### src/rtl/tcp_session_responder.sv
// tcp_session_responder: listen/open/close/bind request FSM over axis_meta valid/ready/data channels with listen and session tables and an active_sessions count
module tcp_session_responder #(
  parameter int MAX_SESSIONS = 16,
  parameter int MAX_LISTEN = 8
) (
  input  logic        clk,
  input  logic        rst_n,
  input  logic        s_axis_listen_port_valid,
  output logic        s_axis_listen_port_ready,
  input  logic [15:0] s_axis_listen_port_data,
  output logic        m_axis_listen_port_status_valid,
  input  logic        m_axis_listen_port_status_ready,
  output logic [7:0]  m_axis_listen_port_status_data,
  input  logic        s_axis_open_connection_valid,
  output logic        s_axis_open_connection_ready,
  input  logic [47:0] s_axis_open_connection_data,
  output logic        m_axis_open_status_valid,
  input  logic        m_axis_open_status_ready,
  output logic [23:0] m_axis_open_status_data,
  input  logic        s_axis_close_connection_valid,
  output logic        s_axis_close_connection_ready,
  input  logic [15:0] s_axis_close_connection_data,
  input  logic        s_axis_conn_send_valid,
  output logic        s_axis_conn_send_ready,
  input  logic [20:0] s_axis_conn_send_data,
  output logic        m_axis_conn_recv_valid,
  input  logic        m_axis_conn_recv_ready,
  output logic [21:0] m_axis_conn_recv_data,
  output logic [7:0]  active_sessions
);
  localparam int SW = $clog2(MAX_SESSIONS);
  localparam int LW = (MAX_LISTEN > 1) ? $clog2(MAX_LISTEN) : 1;
  typedef enum logic [2:0] {IDLE, LISTEN_CHK, LISTEN_RSP, OPEN_CHK, OPEN_RSP, CLOSE, BIND_CHK, BIND_RSP} state_t;
  state_t state, state_nxt;
  logic [1:0] rst_sync;
  logic run, accept;
  logic [47:0] req, req_in;
  logic [MAX_LISTEN-1:0] lst_vld;
  logic [15:0] lst_port [MAX_LISTEN];
  logic [MAX_SESSIONS-1:0] ses_vld;
  logic [47:0] ses_peer [MAX_SESSIONS];
  logic [4:0] ses_buf [MAX_SESSIONS];
  logic lst_hit, lst_free, ses_hit, ses_free;
  logic [LW-1:0] lst_idx;
  logic [SW-1:0] ses_idx, sidx;
  logic listen_ok_c, open_ok_c, sess_live;
  logic listen_ok, open_ok, bind_ok;
  logic [15:0] open_sess;
  assign run = rst_sync[1];
  assign sidx = req[SW-1:0];
  assign sess_live = (req[15:0] < 16'(MAX_SESSIONS)) && ses_vld[sidx];
  assign listen_ok_c = !lst_hit && lst_free;
  assign open_ok_c = !ses_hit && ses_free;
  assign accept = s_axis_close_connection_ready | s_axis_listen_port_ready | s_axis_open_connection_ready | s_axis_conn_send_ready;
  assign req_in = s_axis_close_connection_ready ? {32'd0, s_axis_close_connection_data} :
                  s_axis_listen_port_ready      ? {32'd0, s_axis_listen_port_data} :
                  s_axis_open_connection_ready  ? s_axis_open_connection_data :
                                                  {27'd0, s_axis_conn_send_data};
  always_comb begin
    lst_hit = 1'b0;
    lst_free = 1'b0;
    lst_idx = '0;
    for (int i = MAX_LISTEN - 1; i >= 0; i--) begin
      if (lst_vld[i] && lst_port[i] == req[15:0]) lst_hit = 1'b1;
      if (!lst_vld[i]) begin
        lst_free = 1'b1;
        lst_idx = LW'(i);
      end
    end
  end
  always_comb begin
    ses_hit = 1'b0;
    ses_free = 1'b0;
    ses_idx = '0;
    for (int i = MAX_SESSIONS - 1; i >= 0; i--) begin
      if (ses_vld[i] && ses_peer[i] == req) ses_hit = 1'b1;
      if (!ses_vld[i]) begin
        ses_free = 1'b1;
        ses_idx = SW'(i);
      end
    end
  end
  always_ff @(posedge clk or negedge rst_n) begin
    if (!rst_n) begin
      rst_sync <= '0;
      state <= IDLE;
      req <= '0;
      lst_vld <= '0;
      ses_vld <= '0;
      listen_ok <= 1'b0;
      open_ok <= 1'b0;
      bind_ok <= 1'b0;
      open_sess <= '0;
      active_sessions <= '0;
    end else begin
      rst_sync <= {rst_sync[0], 1'b1};
      state <= state_nxt;
      if (accept) req <= req_in;
      if (state == LISTEN_CHK) begin
        listen_ok <= listen_ok_c;
        if (listen_ok_c) lst_vld[lst_idx] <= 1'b1;
      end
      if (state == OPEN_CHK) begin
        open_ok <= open_ok_c;
        open_sess <= open_ok_c ? 16'(ses_idx) : 16'd0;
        if (open_ok_c) begin
          ses_vld[ses_idx] <= 1'b1;
          active_sessions <= active_sessions + 8'd1;
        end
      end
      if (state == CLOSE && sess_live) begin
        ses_vld[sidx] <= 1'b0;
        active_sessions <= active_sessions - 8'd1;
      end
      if (state == BIND_CHK) bind_ok <= sess_live;
    end
  end
  always_ff @(posedge clk) begin
    if (state == LISTEN_CHK && listen_ok_c) lst_port[lst_idx] <= req[15:0];
    if (state == OPEN_CHK && open_ok_c) begin
      ses_peer[ses_idx] <= req;
      ses_buf[ses_idx] <= 5'd0;
    end
    if (state == BIND_CHK && sess_live) ses_buf[sidx] <= req[20:16];
  end
  always_comb begin
    state_nxt = state;
    case (state)
      IDLE:       state_nxt = !run ? IDLE :
                              s_axis_close_connection_valid ? CLOSE :
                              s_axis_listen_port_valid ? LISTEN_CHK :
                              s_axis_open_connection_valid ? OPEN_CHK :
                              s_axis_conn_send_valid ? BIND_CHK : IDLE;
      LISTEN_CHK: state_nxt = LISTEN_RSP;
      LISTEN_RSP: state_nxt = m_axis_listen_port_status_ready ? IDLE : LISTEN_RSP;
      OPEN_CHK:   state_nxt = OPEN_RSP;
      OPEN_RSP:   state_nxt = m_axis_open_status_ready ? IDLE : OPEN_RSP;
      CLOSE:      state_nxt = IDLE;
      BIND_CHK:   state_nxt = BIND_RSP;
      BIND_RSP:   state_nxt = m_axis_conn_recv_ready ? IDLE : BIND_RSP;
      default:    state_nxt = IDLE;
    endcase
  end
  always_comb begin
    s_axis_close_connection_ready = (state == IDLE) && run && s_axis_close_connection_valid;
    s_axis_listen_port_ready = (state == IDLE) && run && s_axis_listen_port_valid && !s_axis_close_connection_valid;
    s_axis_open_connection_ready = (state == IDLE) && run && s_axis_open_connection_valid &&
                                   !s_axis_close_connection_valid && !s_axis_listen_port_valid;
    s_axis_conn_send_ready = (state == IDLE) && run && s_axis_conn_send_valid && !s_axis_close_connection_valid &&
                             !s_axis_listen_port_valid && !s_axis_open_connection_valid;
    m_axis_listen_port_status_valid = state == LISTEN_RSP;
    m_axis_open_status_valid = state == OPEN_RSP;
    m_axis_conn_recv_valid = state == BIND_RSP;
    m_axis_listen_port_status_data = {7'd0, listen_ok};
    m_axis_open_status_data = {7'd0, open_ok, open_sess};
    m_axis_conn_recv_data = {bind_ok, bind_ok ? ses_buf[sidx] : req[20:16], req[15:0]};
  end
endmodule

### config.mk
export PLATFORM = sky130hd
export DESIGN_NAME = tcp_session_responder
export DESIGN_NICKNAME = d
export VERILOG_FILES = /design/src/rtl/tcp_session_responder.sv
export SDC_FILE = /design/constraint.sdc
export NUM_CORES = 2
export LEC_CHECK = 0
export CORE_ASPECT_RATIO = 0.5
export CORE_MARGIN = 8
export CORE_UTILIZATION = 63
export CTS_BUF_LIST = sky130_fd_sc_hd__clkbuf_8
export CTS_CLUSTER_SIZE = 25
export DETAILED_ROUTE_END_ITERATION = 10
export PLACE_DENSITY = 0.87
export SLEW_MARGIN = 20
export SYNTH_ARGS = -nofsm -noshare
export SYNTH_HDL_FRONTEND = slang
export SYNTH_SLANG_ARGS = --single-unit
### constraint.sdc
create_clock -name clk -period 9.61 [get_ports clk]
set_clock_uncertainty 0.05 [all_clocks]
set_input_delay 1.922 -clock clk [delete_from_list [all_inputs] [get_ports clk]]
set_output_delay 1.922 -clock clk [all_outputs]
set_load 0.03 [all_outputs]
==> metrics.md <==
| Metric | Value |
|---|---|
| Leakage power | 16.9 nW |
| Relative area change from synthesis to final layout | 11.0% |
| Post-route fraction of the period consumed by the critical path | 0.678 |
| Area of the mapped netlist | 46,000 um^2 |
| Post-CTS clock slew at the launch and capture registers of the worst setup and hold paths | 70 ps |
| H-tree depth | 4 |
| Pin count of the biggest net entering global routing | 59 |
| Startpoint of the lowest-slack register-to-register path | req[0] |
| Final routed wire length divided by cell count | 27.4 um |
| Number of hold buffers added after cts | 0 |
| Ant diodes | 0 |
| Cells after synthesis | 2,998 |
| Clock insertion delay at the later pin of the skew report | 760 ps |
| Number of violations reported at the end of detailed-routing iteration 0 | 3,659 |
| Combinational fraction of design power | 0.279 |
| Per-cell via count in the routed design | 6.37 |
| Total of warnings raised by yosys | 0 |
| I/O pins | between 150 and 200 |
| Switching Fraction | 0.353 |
| Post-synthesis sequential element count | 1,068 |
| Final setup violation count | 0 |
| Aggregate global-route resource usage | 0.277 |
| Relative slew margins | 0.217 |
| Power Dens Cells | 259 nW/um^2 |
| Cell with the largest stage delay on the worst path | clkdlybuf4s50_1 |
| First-pass detailed-route iteration total | 6 |
| Clk sink count | 1,068 |
| Congestion Overflow GR | 0 |
| Worst IR drop on VDD | between 0.15 and 0.2 mV |
| Core outline area | 72,700 um^2 |
| Endpoint of the most critical register-to-register path | ses_peer[1][2] |
| Crit path max fanout | between 40 and 50 |
| Clock period minus worst slack | 6510 ps |
| Cell-by-cell listing of the critical path | clkdlybuf4s50_1, nor3b_1, nand2_1, clkinv_1, buf_4, clkdlybuf4s50_1 |
| Die Span X | 398 um |
| Total setup buffers inserted after CTS | 0 |
| Most used cell, CP | clkdlybuf4s50_1 |
| Layout cells sized above 1 | 0.109 |
| Total of max-cap violations | 0 |
| Critical path arrival | 4540 ps |
| Proportion of power drawn by flip-flops and latches | 0.472 |
| Fraction of registers with async set/reset | 0.0861 |
| Cell count of the worst reg-to-reg path | 12 |
| Die Outline Area | 82,500 um^2 |
| Launching element type of the critical path | input pin |
| Worst hold path startpoint | rst_sync[0] |
| Internal Power | about 8.6 mW |
| Top flip-flop cell by instance count after synthesis | edfxtp_1 |
| DPL Wire Length | 68.7 mm |
| Weighted congestion at the end of routability-driven global placement | 0.925 |
| Worst path bufs/invs | 4 |
| Stage delay of the slowest cell on the critical path | 790 ps |
| Required time at the worst-slack endpoint | 7640 ps |
| Average instance area after synthesis | 15.3 um^2 |
| Wirelength, routed | around 120 mm |
| Family of cells with the greatest summed delay on the critical path | buffers and inverters |
| Worst hold path stage count | 0 |
| # resized after CTS | 0 |
| Setup total negative slack | 0 ps |
| Initial antenna violation count | 3 |
| RSZ-0062 raised after global routing | no |
| Clock share of power | 0.249 |
| Classification of the worst setup path | in2out |
| Critical path capture point type | primary output |
| R2R setup slack | 3960 ps |
| Vias after detailed routing | roughly 27,000 |
| Count of final hold-check violations | 0 |
| Switching power summed over all nets | about 4.7 mW |
| Library cells used by synthesis | 83 |
| Die Span Y | approximately 210 um |
| Type of the tightest min-delay check | reg2reg |
| Pin slew with the least headroom to its limit | roughly 1200 ps |
| Clock Tree Root | clkbuf_8 |
| Wire length of the first global-routing pass | 171 mm |
| Count of final max-slew check failures | 0 |
| Number of enable-type register cells in the synthesized netlist | between 900 and 1,000 |
| CTS tree | done |
| Starting density of the core | 0.633 |
| # port buffers | 152 |
| Routed Antenna Nets | 0 |
| Hold EP | rst_sync[1] |
| Num CTS Buffers | 145 |
| Max Clock Freq | 0.154 GHz |
| Seq/Total Area, Yosys | 0.687 |
| DR DRC count | 0 |
| Net total in the final layout | 3,324 |
| Maximum count of clock buffers along a single path | 3 |
| Count of standard-cell rows | 70 |
| Vias in the first global route | 27,000 |
| Result of the run | completed |
| Utilization of the core after routing | 0.703 |
## per-stage QoR
| step | cells | power, mW | instance area, um^2 | hold WS [ps] | setup WS (ps) |
|---|---|---|---|---|---|
| 2_1_floorplan | 3023 | 8.53 | 46100 | 281 | 1930 |
| 3_3_place_gp | 4031 | 9.76 | 48400 | 282 | 3120 |
| 3_5_place_dp | 4031 | 9.92 | 48400 | 295 | 3130 |
| 4_1_cts | 4281 | 13.2 | 51000 | 297 | 3130 |
| 5_1_grt | 4282 | 13.6 | 51100 | 301 | 2960 |
| 6_report | 4282 | 13.2 | 51100 | 296 | 3100 |
## power groups by stage
stage	Clock (mW)	Sequential, mW	Combinational, mW
5_1_grt	3.50	6.27	3.86
3_5_place_dp	0	6.33	3.59
2_1_floorplan	0	6.05	2.48
4_1_cts	3.30	6.24	3.62
3_3_place_gp	0	6.31	3.45
6_report	3.30	6.24	3.69
## cell families after synthesis
logic type                 after synthesis  share of synthesized area
muxes                                   43                     0.0179
and+or+nand+nor                        539                     0.0651
xor gates and xnor gates               823                      0.157
adders and majority gates                7                    0.00207
DFF                                   1068                      0.687
buffers and inverters                  265                     0.0323
other                                    2                   0.000163
AOI/OAI and AO/OA                      251                     0.0388
## worst max-delay path by stage
| stage | start | end | cells past startpoint |
|---|---|---|---|
| after global routing | s_axis_close_connection_valid | s_axis_open_connection_ready | 6 |
| final | s_axis_close_connection_valid | s_axis_open_connection_ready | 6 |
| after global placement | s_axis_close_connection_valid | s_axis_open_connection_ready | 6 |
| after detailed placement | s_axis_close_connection_valid | s_axis_open_connection_ready | 6 |
| after floorplan | req[0] | ses_peer[1][0] | 8 |
| after CTS | s_axis_close_connection_valid | s_axis_open_connection_ready | 6 |
## metal layers
layer	track usage	vias to the layer above	share of wire
li1	-	11500	-
met1	0.370	13500	0.37
met2	0.432	1918	0.46
met3	0.0711	352	0.13
met4	0.120	2	0.046
met5	0	-	0.00011
## layout make-up
type                       instances  area (um^2)
clock buffer                     155         2130
clock inverter                    95          547
sequential                      1068        31700
multi-input combinational       1690        13100
tap                              972         1220
timing repair buffer             228         2090
inverter                          74          280
fill                            4295        21600
## cells in the mapped netlist (all sizes together), types with 4 or more instances
library cell  instances  area (um^2)
a211oi               13         97.6
a21o                  4         30.0
a21oi                27          135
a221oi               10         87.6
a222oi                9         90.1
a22o                 19          166
a22oi                 7         52.6
a2bb2oi               4         41.3
a311oi               15          131
a31oi                 8         50.1
buf                 168         1120
clkbuf               23         86.3
dfrtp                92         2300
edfxtp              976        29300
ha                    6         75.1
inv                  71          269
mux2                  7         78.8
mux2i                 6         60.1
mux4                 30          683
nand2               105          402
nand2b                8         50.1
nand3                39          200
nand4               138          870
nor2                 62          233
nor2b                 4         25.0
nor3                 44          245
nor4                115          783
o21ai                51          259
o21bai                6         45.0
o22a                  5         43.8
o22ai                35          219
o2bb2ai               5         43.8
or2                   4         27.5
xnor2               497         4350
xor2                326         2860
## sequential cells by signal, summed over array words and instances (netlist names)
| signal | cells |
|---|---|
| lst_vld | 8 |
| open_sess | 4 |
| rst_sync | 2 |
| lst_port | 128 |
| ses_peer | 768 |
| state | 3 |
| active_sessions | 8 |
| open_ok | 1 |
| req | 48 |
| ses_vld | 16 |
| ses_buf | 80 |
| bind_ok | 1 |
| listen_ok | 1 |
## layout by cell type (no fill, tap or decap), types with 35 or more instances in the layout
cell and instances:
xnor2_1 497, buf_4 76, nand3_1 38, clkdlybuf4s50_1 151
nor4_1 108, clkbuf_8 155, nor2_1 57, o22ai_1 35
dfrtp_1 54, nand4_1 137, xor2_1 326, o21ai_0 48
edfxtp_1 976, nand2_1 104, inv_1 117
No activity file was read; power rests on OpenSTA's default activity.
